### config.mk
export PLATFORM = sky130hd
export DESIGN_NAME = window_mac_flat
export DESIGN_NICKNAME = d
export VERILOG_FILES = /design/src/rtl/cnn_pkg.sv /design/src/rtl/window_mac_if.sv /design/src/rtl/window_weight_rf.sv /design/src/rtl/window_mac.sv /design/src/flat_wrapper.sv
export SDC_FILE = /design/constraint.sdc
export NUM_CORES = 1
export LEC_CHECK = 0
export ABC_AREA = 1
export BUFFER_PORTS_ARGS = -buffer_cell sky130_fd_sc_hd__buf_4
export CAP_MARGIN = 20
export CELL_PAD_IN_SITES_DETAIL_PLACEMENT = 1
export CELL_PAD_IN_SITES_GLOBAL_PLACEMENT = 2
export CORE_MARGIN = 1
export CORE_UTILIZATION = 39
export CTS_CLUSTER_DIAMETER = 120
export DETAILED_ROUTE_END_ITERATION = 12
export GPL_TIMING_DRIVEN = 0
export PLACE_DENSITY = 0.92
export SLEW_MARGIN = 20
export SYNTH_ARGS = -nofsm -noshare
export SYNTH_HDL_FRONTEND = slang
export SYNTH_SLANG_ARGS = --single-unit
export TNS_END_PERCENT = 10
### constraint.sdc
create_clock -name clk -period 19.1 [get_ports clk]
set_clock_uncertainty 0.1 [all_clocks]
set_input_delay 2.865 -clock clk [delete_from_list [all_inputs] [get_ports clk]]
set_output_delay 2.865 -clock clk [all_outputs]
set_load 0.05 [all_outputs]
### src/rtl/cnn_pkg.sv
// cnn_pkg: widths and FSM states shared by the CNN window datapath.
package cnn_pkg;
    localparam int PIX_W  = 8;
    localparam int WGT_W  = 8;
    localparam int ACC_W  = 20;
    localparam int WIN_N  = 16;
    localparam int PROD_W = 16;
    typedef enum logic [1:0] {IDLE, READ, DRAIN, DONE} state_e;
endpackage

### src/rtl/window_mac_if.sv
// window_mac_if: control, shift-buffer, weight-load and result signals of window_mac.
interface window_mac_if;
    import cnn_pkg::*;
    logic             start;
    logic [PIX_W-1:0] sb_out;
    logic             sb_readEn;
    logic             w_we;
    logic [3:0]       w_addr;
    logic [WGT_W-1:0] w_data;
    logic [ACC_W-1:0] result;
    logic             result_valid;
    logic             busy;
    modport master (output start, sb_out, w_we, w_addr, w_data,
                    input  sb_readEn, result, result_valid, busy);
    modport slave  (input  start, sb_out, w_we, w_addr, w_data,
                    output sb_readEn, result, result_valid, busy);
endinterface

### src/rtl/window_weight_rf.sv
// window_weight_rf: 16x8 weight store, sync write, comb read, sync clear.
module window_weight_rf
    import cnn_pkg::*;
(
    input  logic             clk,
    input  logic             rst,
    input  logic             we,
    input  logic [3:0]       waddr,
    input  logic [WGT_W-1:0] wdata,
    input  logic [3:0]       raddr,
    output logic [WGT_W-1:0] rdata
);
    logic [WGT_W-1:0] mem_q [WIN_N];
    logic [WGT_W-1:0] mem_d [WIN_N];

    always_comb begin
        mem_d = mem_q;
        if (we) mem_d[waddr] = wdata;
    end

    always_ff @(posedge clk) begin
        if (rst) mem_q <= '{default: '0};
        else     mem_q <= mem_d;
    end

    assign rdata = mem_q[raddr];
endmodule

### src/rtl/window_mac.sv
// window_mac: reads a 16-pixel window from the shift buffer and emits the weighted sum.
module window_mac
    import cnn_pkg::*;
#(
    parameter bit RELU = 1'b0
) (
    input logic        clk,
    input logic        rst,
    window_mac_if.slave bus
);
    state_e                  state_q, state_d;
    logic [3:0]              rd_cnt_q, rd_cnt_d, k_q, k_d;
    logic                    vld_q, vld_d;
    logic signed [ACC_W-1:0] acc_q, acc_d, result_q, result_d;
    logic [WGT_W-1:0]        wgt;
    logic signed [PROD_W-1:0] prod;

    window_weight_rf u_rf (
        .clk   (clk),
        .rst   (rst),
        .we    (bus.w_we && state_q == IDLE),
        .waddr (bus.w_addr),
        .wdata (bus.w_data),
        .raddr (k_q),
        .rdata (wgt)
    );

    // Pixel is unsigned, so it is zero-extended before the signed multiply
    always_comb begin
        prod     = $signed({8'b0, bus.sb_out}) * $signed({{8{wgt[WGT_W-1]}}, wgt});
        state_d  = state_q;
        rd_cnt_d = rd_cnt_q;
        acc_d    = vld_q ? acc_q + {{(ACC_W-PROD_W){prod[PROD_W-1]}}, prod} : acc_q;
        result_d = result_q;
        vld_d    = state_q == READ;
        k_d      = rd_cnt_q;
        case (state_q)
            IDLE: if (bus.start) begin
                state_d  = READ;
                rd_cnt_d = '0;
                acc_d    = '0;
            end
            READ: begin
                rd_cnt_d = rd_cnt_q + 4'd1;
                state_d  = rd_cnt_q == 4'(WIN_N-1) ? DRAIN : READ;
            end
            DRAIN: begin
                state_d  = DONE;
                result_d = (RELU && acc_d[ACC_W-1]) ? '0 : acc_d;
            end
            default: state_d = IDLE;
        endcase
    end

    always_ff @(posedge clk) begin
        if (rst) begin
            state_q  <= IDLE;
            rd_cnt_q <= '0;
            k_q      <= '0;
            vld_q    <= 1'b0;
            acc_q    <= '0;
            result_q <= '0;
        end else begin
            state_q  <= state_d;
            rd_cnt_q <= rd_cnt_d;
            k_q      <= k_d;
            vld_q    <= vld_d;
            acc_q    <= acc_d;
            result_q <= result_d;
        end
    end

    assign bus.sb_readEn    = state_q == READ;
    assign bus.result_valid = state_q == DONE;
    assign bus.busy         = state_q != IDLE;
    assign bus.result       = result_q;
endmodule

### src/flat_wrapper.sv
// flat-port wrapper written by rule: the top's interface ports become plain ports
module window_mac_flat import cnn_pkg::*;
#(
    parameter bit RELU = 1'b0
)
  (clk, rst, bus_start, bus_sb_out, bus_w_we, bus_w_addr, bus_w_data, bus_sb_readEn, bus_result, bus_result_valid, bus_busy);
  window_mac_if bus_i ();
  input logic clk;
  input logic rst;
  input wire logic [$bits(bus_i.start)-1:0] bus_start;
  input wire logic [$bits(bus_i.sb_out)-1:0] bus_sb_out;
  input wire logic [$bits(bus_i.w_we)-1:0] bus_w_we;
  input wire logic [$bits(bus_i.w_addr)-1:0] bus_w_addr;
  input wire logic [$bits(bus_i.w_data)-1:0] bus_w_data;
  output wire logic [$bits(bus_i.sb_readEn)-1:0] bus_sb_readEn;
  output wire logic [$bits(bus_i.result)-1:0] bus_result;
  output wire logic [$bits(bus_i.result_valid)-1:0] bus_result_valid;
  output wire logic [$bits(bus_i.busy)-1:0] bus_busy;
  assign bus_i.start = bus_start;
  assign bus_i.sb_out = bus_sb_out;
  assign bus_i.w_we = bus_w_we;
  assign bus_i.w_addr = bus_w_addr;
  assign bus_i.w_data = bus_w_data;
  assign bus_sb_readEn = bus_i.sb_readEn;
  assign bus_result = bus_i.result;
  assign bus_result_valid = bus_i.result_valid;
  assign bus_busy = bus_i.busy;
  window_mac #(.RELU(RELU)) u_core (.clk(clk), .rst(rst), .bus(bus_i));
endmodule
==> metrics <==
Post-synth EDFFs=0; Synth area leaders=dfxtp_1, nor2_1, o21ai_0; CTS buffer count=17; final instance area=between 10000 and 15000 sq um; initial antenna violation count=0; maximum buffer depth of the clock tree=2; biggest area consumer among synthesized cells=dfxtp_1; met1 Resource Use GR=38.1%; Via-to-Cell Ratio=about 5.4; DP Cell Count=1862; largest net degree at the start of global routing=17; Critical-path top delay cell=fa_1; CP endpoint kind=flop; I/O Buffers=39; post-CTS resize count=0; busiest grt layer=met2; Pwr per Cell Area=~83 nW/um^2; TritonRoute pass-1 iters=5; P&R area growth vs syn=12.9%; RD Place Congestion=just under 0.9; Tmin final=roughly 8600 ps; Buf+Inv Stages, Crit Path=8; IO Pins=47; number of remaining DRC errors=0; Seq/Total Area, Yosys=33.9%; HP Class=flop to flop; first-pass GRT wire length=58600 microns; clk sinks=179; overall routing resource usage=between 20% and 30%; flops & latches, synth=~180; Mean Syn Cell Area=7.11 sq um; worst-margin pin slew=between 800 and 900 ps; Final TNS setup=0 ps; GR met2 Demand/Resource=43.5%; postcts setup bufs=0; ANT cells=0; crit share post-route=around 45%; die area=27800 sq um; worst endpoint required time=19350 ps; status=completed; Yosys cell types=44; GR Util met3=3.23%; FMAX=approximately 120 MHz; maxcap violations=0; Cell Area, Placed=11300 sq um; Setup CP Type=input pin to flop; drt total wl=36400 microns; final setup fails=0; nets=1670; Die Y=167 microns; syn_nets=1612; site row count=59; Max FO, Critical Path=7; initial cell density of the core=40.2%; Arr. time, crit path=8880 ps; pins over their slew limit=0; Synth async-reset ratio=0%; Final Instance Count excl. Fillers=1893; via count=10200; GR Overflow Total=0; Syn Std Cell Area=10600 sq um; commonest non-fill, non-tap cell in the layout=nor2_1; Post-CTS Hold Buffers=0; Final Hold Slack=356 ps; final hold vios=0; DIE WIDTH=167 microns; cell mode on critical path=inv_1; Clock Latency Late Sink=450 ps; Seq. cell area=~3600 sq um; Startpoint Class=input pin; vias in the first global route=~11000; initial DRC count=637; post-synth top area share=33.9%; Max-slew headroom=40.5%; leakage power=about 5.6 nW; H-tree Lvls=4; Most used DFF post-synth=dfxtp_1; Routed Antenna Nets=0; fill cell count=3353; detailed placement HPWL=27400 microns; layout cells sized above 1=9.44%; maximum VDD drop=~0.000062 V; RSZ-0062 raised after global routing=false; Syn Inst Count=around 1500; clock tree root buffer cell=clkbuf_16; most frequent cells in the layout=nor2_1, o21ai_0, dfxtp_1; Largest delay share family, worst path=adder cells; Avg WL per Cell=19.2 microns; synthesis warning total=0; Core Box Area=26400 sq um; slowest stage delay, CP=560 ps; TritonCTS clock tree=done; area of the multi-input gates=6040 sq um; Clk pin slew, worst setup/hold paths=70 ps
per-layer routing:
layer | vias to the layer above | routed length, microns
li1 | 4933 | -
met1 | 4968 | 17800
met2 | 261 | 16100
met3 | 47 | 1700
met4 | 0 | 707
met5 | - | 0
Yosys cell counts (2+ instances only):
library cell	number
clkbuf_1	30
mux2i_1	2
buf_4	3
nand2_1	136
nor2_2	17
xnor2_1	13
o21ai_0	205
nand3_1	46
buf_2	15
nand2_2	6
a21oi_1	56
nor4_1	2
inv_1	153
nor3_2	2
inv_2	26
nand3_2	4
o22ai_1	9
ha_1	62
dfxtp_1	179
o211ai_1	22
o221ai_1	19
xor2_1	7
nor2_1	386
o21ai_1	10
nand4_1	5
buf_1	15
fa_1	38
nor3_1	3
o31ai_1	2
worst min-delay path: cells and delay by family (launching register included):
kind | cells | cell delay, ps
buf+inv | 1 | 60
compound gates | 1 | 50
flops | 1 | 300
cell families (layout without fill, tap and decap cells):
family / after synthesis / count (layout) / synth area share, %
adder cells (fa/ha/maj): 100 / 100 / 14.5
flip-flops: 179 / 179 / 33.9
buffers and inverters: 245 / 315 / 9.06
multiplexers: 2 / 2 / 0.189
AO/OA/AOI/OAI: 333 / 333 / 17.4
AND/OR/NAND/NOR: 609 / 609 / 23.3
XOR/XNOR: 20 / 20 / 1.66
sequential cells by signal (all words and copies together) (netlist names):
| name | cells |
|---|---|
| u_core.vld_q | 1 |
| u_core.bus.result | 20 |
| u_core.k_q | 4 |
| u_core.state_q | 2 |
| u_core.acc_q | 20 |
| u_core.k_d | 4 |
| u_core.u_rf.mem_q | 128 |
worst paths after layout:
path	start	to	slack, ps	cells past startpoint
setup / recovery	bus_sb_out[0]	u_core.bus.result[19]	10460	30
hold / removal	u_core.u_rf.mem_q[39]	u_core.u_rf.mem_q[39]	360	2
setup reg to reg	u_core.k_q[1]	u_core.bus.result[19]	11020	37
hold reg to reg	u_core.u_rf.mem_q[39]	u_core.u_rf.mem_q[39]	360	2
final cells by class:
| type | count | area share, % |
|---|---|---|
| clock buffers | 20 | 3.91 |
| clock inverters | 11 | 1.56 |
| repair buffers | 39 | 2.45 |
| well taps | 335 | 3.51 |
| flip-flops and latches | 179 | 30.0 |
| plain buffers | 65 | 2.37 |
| multi-input cells | 1064 | 50.6 |
| inverters | 180 | 5.66 |
metrics by stage:
step	total power, mW	setup slack (ps)	util, %
floorplan	0.536	11080	-
global placement	0.595	10120	42.9
detailed placement	0.601	10040	42.9
CTS	0.999	10480	45.3
global route	1.04	10000	45.3
finish	0.995	10460	45.3
power by group:
group,total (mW),leakage [nW],switching (mW),internal [mW]
logic,0.209,3.85,0.141,0.0684
clock network,0.401,0.322,0.168,0.233
registers,0.385,1.45,0.00468,0.380
(Power assumes the default switching activity.)
